File: src/rtl/hub75_pkg.sv
// hub75_pkg: shared FSM encodings, counter-width helpers and pixel word layout for the HUB75 BCM driver.
package hub75_pkg;

    localparam logic [1:0] IDLE    = 2'd0;
    localparam logic [1:0] SHIFT   = 2'd1;
    localparam logic [1:0] LATCH   = 2'd2;
    localparam logic [1:0] DISPLAY = 2'd3;

    // Colour slot positions inside a pixel word {R,G,B}, in units of COLOR_DEPTH bits.
    localparam int R_SLOT = 2;
    localparam int G_SLOT = 1;
    localparam int B_SLOT = 0;

    // Width of a counter indexing 0..n-1; never narrower than one bit.
    function automatic int cnt_w(input int n);
        return n > 1 ? $clog2(n) : 1;
    endfunction

    // Width of the display period counter: must hold the longest plane period.
    function automatic int period_w(input int base_period, input int color_depth);
        return $clog2((base_period << (color_depth - 1)) + 1);
    endfunction

endpackage

File: src/rtl/hub75_bcm_driver_if.sv
// hub75_bcm_driver_if: AXI-Stream column input of the HUB75 driver.
//   tdata  : one column, lane l pixel p at (l*NUM_PIXELS+p)*3*COLOR_DEPTH, pixel word {R,G,B}
//   tvalid : column valid
//   tready : driver shadow buffer empty
//   tlast  : last column of a frame
interface hub75_bcm_driver_if #(
    parameter int NUM_PIXELS  = 64,
    parameter int NUM_LANES   = 2,
    parameter int COLOR_DEPTH = 3
);

    logic [NUM_LANES*NUM_PIXELS*3*COLOR_DEPTH-1:0] tdata;
    logic                                          tvalid;
    logic                                          tready;
    logic                                          tlast;

    modport master (output tdata, output tvalid, output tlast, input tready);
    modport slave  (input tdata, input tvalid, input tlast, output tready);

endinterface

File: src/rtl/hub75_bcm_timer.sv
// hub75_bcm_timer: display period timer; done is high in the last of BASE_PERIOD<<plane cycles after start.
//   clk_in, rst_in : clock, async active-high reset
//   start          : load the period for plane (one cycle before the display window)
//   plane          : bit plane index
//   done           : final cycle of the display window
module hub75_bcm_timer
    import hub75_pkg::*;
#(
    parameter int BASE_PERIOD = 10,
    parameter int COLOR_DEPTH = 3
) (
    input  logic                          clk_in,
    input  logic                          rst_in,
    input  logic                          start,
    input  logic [cnt_w(COLOR_DEPTH)-1:0] plane,
    output logic                          done
);

    localparam int CW = period_w(BASE_PERIOD, COLOR_DEPTH);

    logic [CW-1:0] cnt;

    // Counts down to zero; loading period-1 makes the window exactly period cycles long.
    always_ff @(posedge clk_in or posedge rst_in) begin
        if (rst_in)
            cnt <= '0;
        else if (start)
            cnt <= CW'((BASE_PERIOD << plane) - 1);
        else if (cnt != '0)
            cnt <= cnt - 1'b1;
    end

    assign done = cnt == '0;

endmodule

File: src/rtl/hub75_bcm_driver.sv
// hub75_bcm_driver: shifts one column per stream beat out as COLOR_DEPTH BCM planes with latch/OE sequencing.
//   clk_in, rst_in    : clock, async active-high reset
//   s                 : column stream (slave), one-deep shadow buffer behind tready
//   rgb_out           : lane l -> [3l]=R, [3l+1]=G, [3l+2]=B of the current plane bit
//   led_clk           : panel shift clock (registered)
//   led_latch         : panel latch
//   led_output_enable : panel OE, active low
//   col_done          : last display cycle of a column's final plane
//   frame_done        : col_done of a column that arrived with tlast
module hub75_bcm_driver
    import hub75_pkg::*;
#(
    parameter int NUM_PIXELS  = 64,
    parameter int NUM_LANES   = 2,
    parameter int COLOR_DEPTH = 3,
    parameter int BASE_PERIOD = 10
) (
    input  logic                   clk_in,
    input  logic                   rst_in,
    hub75_bcm_driver_if.slave      s,
    output logic [3*NUM_LANES-1:0] rgb_out,
    output logic                   led_clk,
    output logic                   led_latch,
    output logic                   led_output_enable,
    output logic                   col_done,
    output logic                   frame_done
);

    localparam int WW = 3 * COLOR_DEPTH;
    localparam int DW = NUM_LANES * NUM_PIXELS * WW;
    localparam int PW = cnt_w(COLOR_DEPTH);
    localparam int XW = cnt_w(NUM_PIXELS);

    logic [1:0]    state;
    logic [PW-1:0] plane;
    logic [XW-1:0] pix;
    logic [DW-1:0] shadow_data, active_data;
    logic          shadow_valid, shadow_last, active_last;
    logic          accept, last_plane, load, tm_done;
    logic [WW-1:0] bits;

    assign accept            = s.tvalid && s.tready;
    assign last_plane        = plane == PW'(COLOR_DEPTH - 1);
    assign col_done          = state == DISPLAY && tm_done && last_plane;
    assign frame_done        = col_done && active_last;
    // Shadow moves to active from IDLE, or straight out of the final display cycle.
    assign load              = shadow_valid && (state == IDLE || col_done);
    assign led_latch         = state == LATCH;
    assign led_output_enable = state != DISPLAY;

    hub75_bcm_timer #(
        .BASE_PERIOD(BASE_PERIOD),
        .COLOR_DEPTH(COLOR_DEPTH)
    ) u_timer (
        .clk_in(clk_in),
        .rst_in(rst_in),
        .start (state == LATCH),
        .plane (plane),
        .done  (tm_done)
    );

    // Current plane bit of each lane's current pixel; zero outside SHIFT.
    always_comb begin
        rgb_out = '0;
        bits    = '0;
        for (int l = 0; l < NUM_LANES; l++) begin
            bits = WW'(active_data >> (WW * (l * NUM_PIXELS + int'(pix)) + int'(plane)));
            rgb_out[3*l]   = state == SHIFT && bits[R_SLOT*COLOR_DEPTH];
            rgb_out[3*l+1] = state == SHIFT && bits[G_SLOT*COLOR_DEPTH];
            rgb_out[3*l+2] = state == SHIFT && bits[B_SLOT*COLOR_DEPTH];
        end
    end

    always_ff @(posedge clk_in or posedge rst_in) begin
        if (rst_in) begin
            state        <= IDLE;
            plane        <= '0;
            pix          <= '0;
            led_clk      <= 1'b0;
            shadow_valid <= 1'b0;
            shadow_last  <= 1'b0;
            active_last  <= 1'b0;
            s.tready     <= 1'b0;
        end else begin
            // Lags shadow_valid by a cycle on release, but drops at once on acceptance.
            s.tready <= !(shadow_valid || accept);
            if (accept) begin
                shadow_valid <= 1'b1;
                shadow_last  <= s.tlast;
            end else if (load) begin
                shadow_valid <= 1'b0;
            end
            if (load) begin
                active_last <= shadow_last;
                state       <= SHIFT;
                plane       <= '0;
                pix         <= '0;
                led_clk     <= 1'b0;
            end else if (state == SHIFT) begin
                led_clk <= !led_clk;
                if (led_clk) begin
                    pix   <= pix == XW'(NUM_PIXELS - 1) ? '0 : pix + 1'b1;
                    state <= pix == XW'(NUM_PIXELS - 1) ? LATCH : SHIFT;
                end
            end else if (state == LATCH) begin
                state <= DISPLAY;
            end else if (state == DISPLAY && tm_done) begin
                state <= last_plane ? IDLE : SHIFT;
                plane <= last_plane ? plane : plane + 1'b1;
            end
        end
    end

    // Payload registers carry no reset; validity is tracked by the flags above.
    always_ff @(posedge clk_in) begin
        if (accept)
            shadow_data <= s.tdata;
        if (load)
            active_data <= shadow_data;
    end

endmodule

File: src/flat_wrapper.sv
// flat-port wrapper written by rule: the top's interface ports become plain ports
module hub75_bcm_driver_flat import hub75_pkg::*;
#(
    parameter int NUM_PIXELS  = 64,
    parameter int NUM_LANES   = 2,
    parameter int COLOR_DEPTH = 3,
    parameter int BASE_PERIOD = 10
)
  (clk_in, rst_in, rgb_out, led_clk, led_latch, led_output_enable, col_done, frame_done, s_tdata, s_tvalid, s_tlast, s_tready);
  hub75_bcm_driver_if #(.NUM_PIXELS(NUM_PIXELS), .NUM_LANES(NUM_LANES), .COLOR_DEPTH(COLOR_DEPTH)) s_i ();
  input  logic clk_in;
  input  logic rst_in;
  output logic [3*NUM_LANES-1:0] rgb_out;
  output logic led_clk;
  output logic led_latch;
  output logic led_output_enable;
  output logic col_done;
  output logic frame_done;
  input wire logic [$bits(s_i.tdata)-1:0] s_tdata;
  input wire logic [$bits(s_i.tvalid)-1:0] s_tvalid;
  input wire logic [$bits(s_i.tlast)-1:0] s_tlast;
  output wire logic [$bits(s_i.tready)-1:0] s_tready;
  assign s_i.tdata = s_tdata;
  assign s_i.tvalid = s_tvalid;
  assign s_i.tlast = s_tlast;
  assign s_tready = s_i.tready;
  hub75_bcm_driver #(.NUM_PIXELS(NUM_PIXELS), .NUM_LANES(NUM_LANES), .COLOR_DEPTH(COLOR_DEPTH), .BASE_PERIOD(BASE_PERIOD)) u_core (.clk_in(clk_in), .rst_in(rst_in), .s(s_i), .rgb_out(rgb_out), .led_clk(led_clk), .led_latch(led_latch), .led_output_enable(led_output_enable), .col_done(col_done), .frame_done(frame_done));
endmodule
File: config.mk
export PLATFORM = sky130hd
export DESIGN_NAME = hub75_bcm_driver_flat
export DESIGN_NICKNAME = d
export VERILOG_FILES = /design/src/rtl/hub75_pkg.sv /design/src/rtl/hub75_bcm_driver_if.sv /design/src/rtl/hub75_bcm_timer.sv /design/src/rtl/hub75_bcm_driver.sv /design/src/flat_wrapper.sv
export SDC_FILE = /design/constraint.sdc
export NUM_CORES = 2
export LEC_CHECK = 0
export CORE_MARGIN = 1
export CORE_UTILIZATION = 42
export DETAILED_ROUTE_END_ITERATION = 7
export PLACE_DENSITY_LB_ADDON = 0.08
export SLEW_MARGIN = 10
export SYNTH_ARGS = -nofsm -noshare
export SYNTH_HDL_FRONTEND = slang
export SYNTH_SLANG_ARGS = --single-unit
File: constraint.sdc
create_clock -name clk_in -period 39.8 [get_ports clk_in]
set_input_delay 9.95 -clock clk_in [delete_from_list [all_inputs] [get_ports clk_in]]
set_output_delay 9.95 -clock clk_in [all_outputs]
set_load 0.02 [all_outputs]
; Word level (Yosys, flattened, before mapping)
; Cells that the tools add are included.
[word_totals]
output_inout_bits = 12
reg_bits = 2325
word_cells = 82
[op_classes]
n_shift = 3
mul = 2
muxes = 22
n_eq_ne = 10
n_reduce_logical = 27
addsub = 7
[op_table]
columns = op, count
row1 = right shift 1152 x 32 -> 7 bit, 2
row2 = adder 32 x 3 -> 32 bit, 2
row3 = 2-to-1 mux 6 bit, 6
row4 = "multiplier 5 x 32 -> 32 bit, first input constant", 1
row5 = 2-to-1 mux 2 bit, 11
row6 = logical AND 1 bit, 11
row7 = "multiplier 4 x 6 -> 10 bit, first input constant", 1
row8 = nonzero test 2 bit, 5
row9 = "adder 7 x 6 -> 8 bit, first input constant", 1
row10 = "adder 6 x 1 -> 6 bit, second input constant", 1
row11 = "equality test 2 bit, second input constant", 3
row12 = "equality test 6 bit, second input constant", 1
row13 = logical NOT 6 bit, 1
row14 = nonzero test 6 bit, 1
row15 = "<< shifter 4 x 2 -> 6 bit, first input constant", 1
row16 = "subtractor 6 x 1 -> 6 bit, second input constant", 1
row17 = "subtractor 6 x 2 -> 6 bit, second input constant", 1
row18 = 2-to-1 mux 1 bit, 5
row19 = "!= test 2 x 1 -> 1 bit, second input constant", 2
row20 = "!= test 2 bit, second input constant", 2
row21 = AND reduction 2 bit, 2
row22 = AND reduction 4 bit, 1
row23 = nonzero test 4 bit, 1
row24 = "!= test 3 x 1 -> 1 bit, second input constant", 1
row25 = 5 further kinds, 7

; Depth between registers and ports, before layout
[logic_depth]
depth_word = 7
depth_mapped = 19
ltp_nobuf = 13

; By module
; A second synthesis with hierarchy kept.
[unflattened]
cells_unflattened = 6123
hier_area_um2 = 97398.4
[modules_own_cells]
columns = module, cells_each, n_inst, area_each_um2
row1 = hub75_bcm_driver, 6077, 1, 96964.2
row2 = hub75_bcm_timer, 46, 1, 434.2

; Worst setup path before layout
; OpenSTA, ideal clock, no wires.
[synth_path]
path_kind = register to register
start = reg u_core.u_timer.cnt[0]
end = reg u_core.active_data[0] (enable)
path_buffers = 1
slack_ps = 5350
synth_period_minus_slack_ps = 34450
stages_incl_launch_ff = 9
setup_time_ps = 1969
t_arrival_ps = 32481
cell_sequence = dfrtp_1 -> inv_1 -> ha_1 -> nand3_1 -> nor2_1 -> nand2_1 -> o21ai_0 -> and2_1 -> clkbuf_1
[synth_between]
elab_chain_cells = 5
[synth_lines]
columns = element, line
row1 = "start, declared", hub75_bcm_timer.sv:21  ; logic [CW-1:0] cnt;
row2 = "start signal, assigned", hub75_bcm_timer.sv:28  ; cnt <= CW'((BASE_PERIOD << plane) - 1);
row3 = "start signal, assigned", hub75_bcm_timer.sv:30  ; cnt <= cnt - 1'b1;
row4 = logical NOT 6 bit, hub75_bcm_timer.sv:33  ; assign done = cnt == '0;
row5 = logical AND 1 bit (2 in a row), hub75_bcm_driver.sv:44  ; assign col_done = state == DISPLAY && tm_done && last_plane;
row6 = logical OR 1 bit, hub75_bcm_driver.sv:47  ; assign load = shadow_valid && (state == IDLE || col_done);
row7 = logical AND 1 bit, hub75_bcm_driver.sv:47
row8 = named net u_core.load, hub75_bcm_driver.sv:39  ; logic accept, last_plane, load, tm_done;
row9 = "end signal, assigned", hub75_bcm_driver.sv:119  ; active_data <= shadow_data;
row10 = "end, declared", hub75_bcm_driver.sv:37  ; logic [DW-1:0] shadow_data, active_data;
; The timed path passes the listed nets, and every way through them passes these cells.
; A chain may end at the register's enable or synchronous reset.

; Worst setup path after layout
[layout_path]
start = reg u_core.pix[0]
end = out rgb_out[0]
[layout_between]
elab_chain_cells = 4
[layout_lines]
columns = element, line
row1 = "start, declared", hub75_bcm_driver.sv:36  ; logic [XW-1:0] pix;
row2 = "start signal, assigned", hub75_bcm_driver.sv:102  ; pix <= pix == XW'(NUM_PIXELS - 1) ? '0 : pix + 1'b1;
row3 = multiplier 4 x 6 -> 10 bit, hub75_bcm_driver.sv:67  ; bits = WW'(active_data >> (WW * (l * NUM_PIXELS + int'(pix)) + int'(plane)));
row4 = adder 32 x 3 -> 32 bit, hub75_bcm_driver.sv:67
row5 = right shift 1152 x 32 -> 7 bit, hub75_bcm_driver.sv:67
row6 = logical AND 1 bit, hub75_bcm_driver.sv:68  ; rgb_out[3*l] = state == SHIFT && bits[R_SLOT*COLOR_DEPTH];
row7 = "end, declared", flat_wrapper.sv:13  ; output logic [3*NUM_LANES-1:0] rgb_out;
; No other way between the ends.

==> impl_metrics.json <==
{
  "core-area_um2": 228000,
  "max_slew_margin_pct": 11.5,
  "ff2ff_path_depth": 10,
  "finalHoldViolations": 0,
  "setup.worst_path.start_class": "flop",
  "dieArea_um2": 231000,
  "ys_warn_count": 0,
  "cts_setup_buffers": 0,
  "maxSlewViolCount": 0,
  "place_ws_ns": 21.75,
  "wl_um": 360000,
  "cp_slowest_cell": "a2111oi_0",
  "die_y_um": 481,
  "synthMuxAreaShare_pct": 16.2,
  "synth_cell_type_count": 78,
  "synthesis.instances": 5208,
  "gp_congestion": 0.922,
  "grt_start_max_net_pins": 197,
  "setup_ws_ns": 20.84,
  "synth_edf_count": 2304,
  "drc": 0,
  "synth_area_um2": 96400,
  "cp_data_arrival_time_ns": 9.01,
  "overflow": 0,
  "final.setup.tns_ns": 0,
  "ys_top_cells_by_count": "edfxtp_1, nand2_1, mux4_2, mux2i_1, nand3_1",
  "clk_pin_slew_ns": 0.06,
  "cts_num_sinks": 2325,
  "worstSetupPathType": "flop to output pin",
  "synth_compound_area_share_pct": 4.02,
  "hold_class": "flop to flop",
  "fin_skew_ns": 0.0501,
  "clockRootBuffer": "clkbuf_16",
  "cts-buffers-inserted": 234,
  "fp.dieW_um": 481,
  "grt_usage_pct": 30.5,
  "yosysTopAreaCellShare_pct": 71.8,
  "crit_chain": "ha_4, inv_1, fa_4, xnor2_4, buf_12, buf_4, buf_4, buf_4, mux4_2, a21oi_1, a21oi_1, a21oi_1, a2111oi_0, nor3_1, or4_1, o22ai_1, clkdlybuf4s50_1",
  "crit_path_max_fanout": 155,
  "ys_async_sr_fraction_pct": 0.903,
  "crit_required_ns": 29.85,
  "grt_pass1_vias": 57500,
  "vias_per_cell": 6.17,
  "ctsResizeCount": 0,
  "ys_ff_latch": 2325,
  "synth_simple_gate_area_share_pct": 4.98,
  "max_stage_delay_ns": 1.01,
  "htree_num_levels": 4,
  "rows": 175,
  "synth_top_area_cell": "edfxtp_1",
  "synth_top_family_by_area": "multiplexers",
  "areaGrowthSynthToFinish_pct": 24.0,
  "final_cells": 9650,
  "synth-main-ff-cell": "edfxtp_1",
  "ir_drop_mv": 0.0400,
  "cap_violations": 0,
  "synth_xor_area_share_pct": 0.291,
  "worst_pin_slew_ns": 1.33,
  "drtAntennaViolNets": 0,
  "status": "finished clean",
  "hold-path-cell-count": 0,
  "cts_tree": "yes",
  "first_pass_iters": 7,
  "setup_viol": 0,
  "postSynthAreaPerCell_um2": 18.5,
  "synth_nets": 6382,
  "vias": 59600,
  "period_minus_slack_ns": 18.96,
  "cp_top_family": "buffers and inverters",
  "ios": 1168,
  "rsz0062_at_grt": "no",
  "portBuffers": 1167,
  "rrSetupSlack_ns": 34.28,
  "cp.depth": 17,
  "start_util_pct": 42.3,
  "wl_per_cell_um": 37.3,
  "yosysMostFrequentCell": "edfxtp_1",
  "fmax_mhz": 52.7,
  "synth_adder_area_share_pct": 0.260,
  "ys_seq_area_share_pct": 72.3,
  "dr.first_iter.drc_count": 8340,
  "power.density_nw_per_um2": 43.7,
  "min_period_over_period_pct": 47.6,
  "cp_num_buf_inv": 6,
  "final_layout_size_suffix_gt1_share_pct": 17.2,
  "placed_cells_incl_taps": 9176,
  "power_leakage_uw": 0.0386,
  "antenna_found_initial": 68,
  "end_kind": "output pin",
  "nets": 7577,
  "synth_area_leaders": "edfxtp_1, mux4_2, nand2_1, mux2i_1, nand3_1",
  "clock_latency_ns": 0.88,
  "grt_pass1_wl_um": 480000,
  "ctsLongestPathBuffers": 3,
  "ctsHoldBuffers": 0,
  "dp_hpwl_um": 259000
}
[logic make-up after synthesis]
logic type / after synthesis
DFF: 2325
and+or+nand+nor: 1109
muxes: 830
AOI/OAI and AO/OA: 559
buffers and inverters: 340
xor gates and xnor gates: 26
adders and majority gates: 19
[placed cells by master (no fill, tap or decap), types with 11 or more instances in the layout]
cell and instances:
mux2_2 11, a221oi_1 39, o21ai_0 72, clkinv_4 16, nor3_1 25, clkbuf_16 237
edfxtp_1 2304, dfrtp_1 21, a21oi_1 116, nand2_1 645, clkdlybuf4s50_1 1167, nor2_1 102
clkbuf_1 27, mux4_2 581, o211ai_1 19, buf_4 102, inv_1 15, diode_2 27
clkinv_2 47, a211oi_1 11, a22oi_1 23, bufinv_16 33, mux2i_1 237, and3_1 39
nand4_1 47, nand3_1 174, a31oi_1 32, inv_6 13, buf_12 11, o22ai_1 78
ha_1 15, nor2_4 15, clkinv_1 43, a32oi_1 78, clkinvlp_4 20
[worst reg2reg max path: cells and delay by family, from the launching register on]
kind | cells | cell delay [ns]
AND/OR/NAND/NOR | 4 | 1.50
buffers and inverters | 4 | 2.85
adder cells (fa/ha/maj) | 1 | 0.17
flip-flops | 1 | 0.41
AO/OA/AOI/OAI | 1 | 0.14
[power by group]
| part | internal [µW] | switching, µW |
|---|---|---|
| Combinational | 101 | 66.9 |
| Clock | 1320 | 983 |
| Sequential | 2730 | 19.3 |
[sequential cells by signal, indices dropped and copies added, names as in the netlist]
register             count
u_core.led_clk           1
u_core.u_timer.cnt       6
u_core.shadow_last       1
u_core.shadow_valid      1
u_core.plane             2
u_core.active_last       1
u_core.state             2
u_core.pix               6
u_core.active_data    1152
u_core.shadow_data    1152
u_core.s.tready          1
[layer usage]
metal  GRT usage, %  vias to the layer above  wire length [µm]  share of wire [%]
met5              0                        -               204              0.057
met4           11.3                       32             13900                3.9
met3           7.14                      581             34800                9.7
met2           46.9                     3785            166000                 46
met1           42.3                    31300            144000                 40
li1               -                    23900                 -                  -
[area by class of cell]
type / instances / area, µm²
Inverter: 18 / 90.1
Antenna cell: 27 / 67.6
Multi-Input combinational cell: 2543 / 25100
Timing Repair Buffer: 1281 / 12700
Sequential cell: 2325 / 69700
Clock buffer: 265 / 6050
Clock inverter: 182 / 2020
Fill cell: 18400 / 108000
Tap cell: 3009 / 3760
[through the flow]
stage          power [µW]  hold slack (ns)  util [%]  cell area [µm²]
6_report             5220            0.377      52.5           120000
5_1_grt              5350            0.385      52.5           119000
4_1_cts              5260            0.377      52.4           119000
3_5_place_dp         2970            0.405      48.9           111000
3_3_place_gp         2970            0.401      48.9           111000
2_1_floorplan        2860            0.400         -            96400
[path summary, 6_finish.rpt]
path	endpoint	start
worst max-delay path	rgb_out[0]	u_core.pix[0]
worst min-delay path	u_core.active_data[284]	u_core.shadow_data[284]
worst max register to register	u_core.active_data[69]	u_core.u_timer.cnt[0]
worst min register to register	u_core.active_data[284]	u_core.shadow_data[284]
max in group asynchronous	u_core.pix[4]	rst_in
min in group asynchronous	u_core.shadow_valid	rst_in
Power figures use the tool's default switching activity.
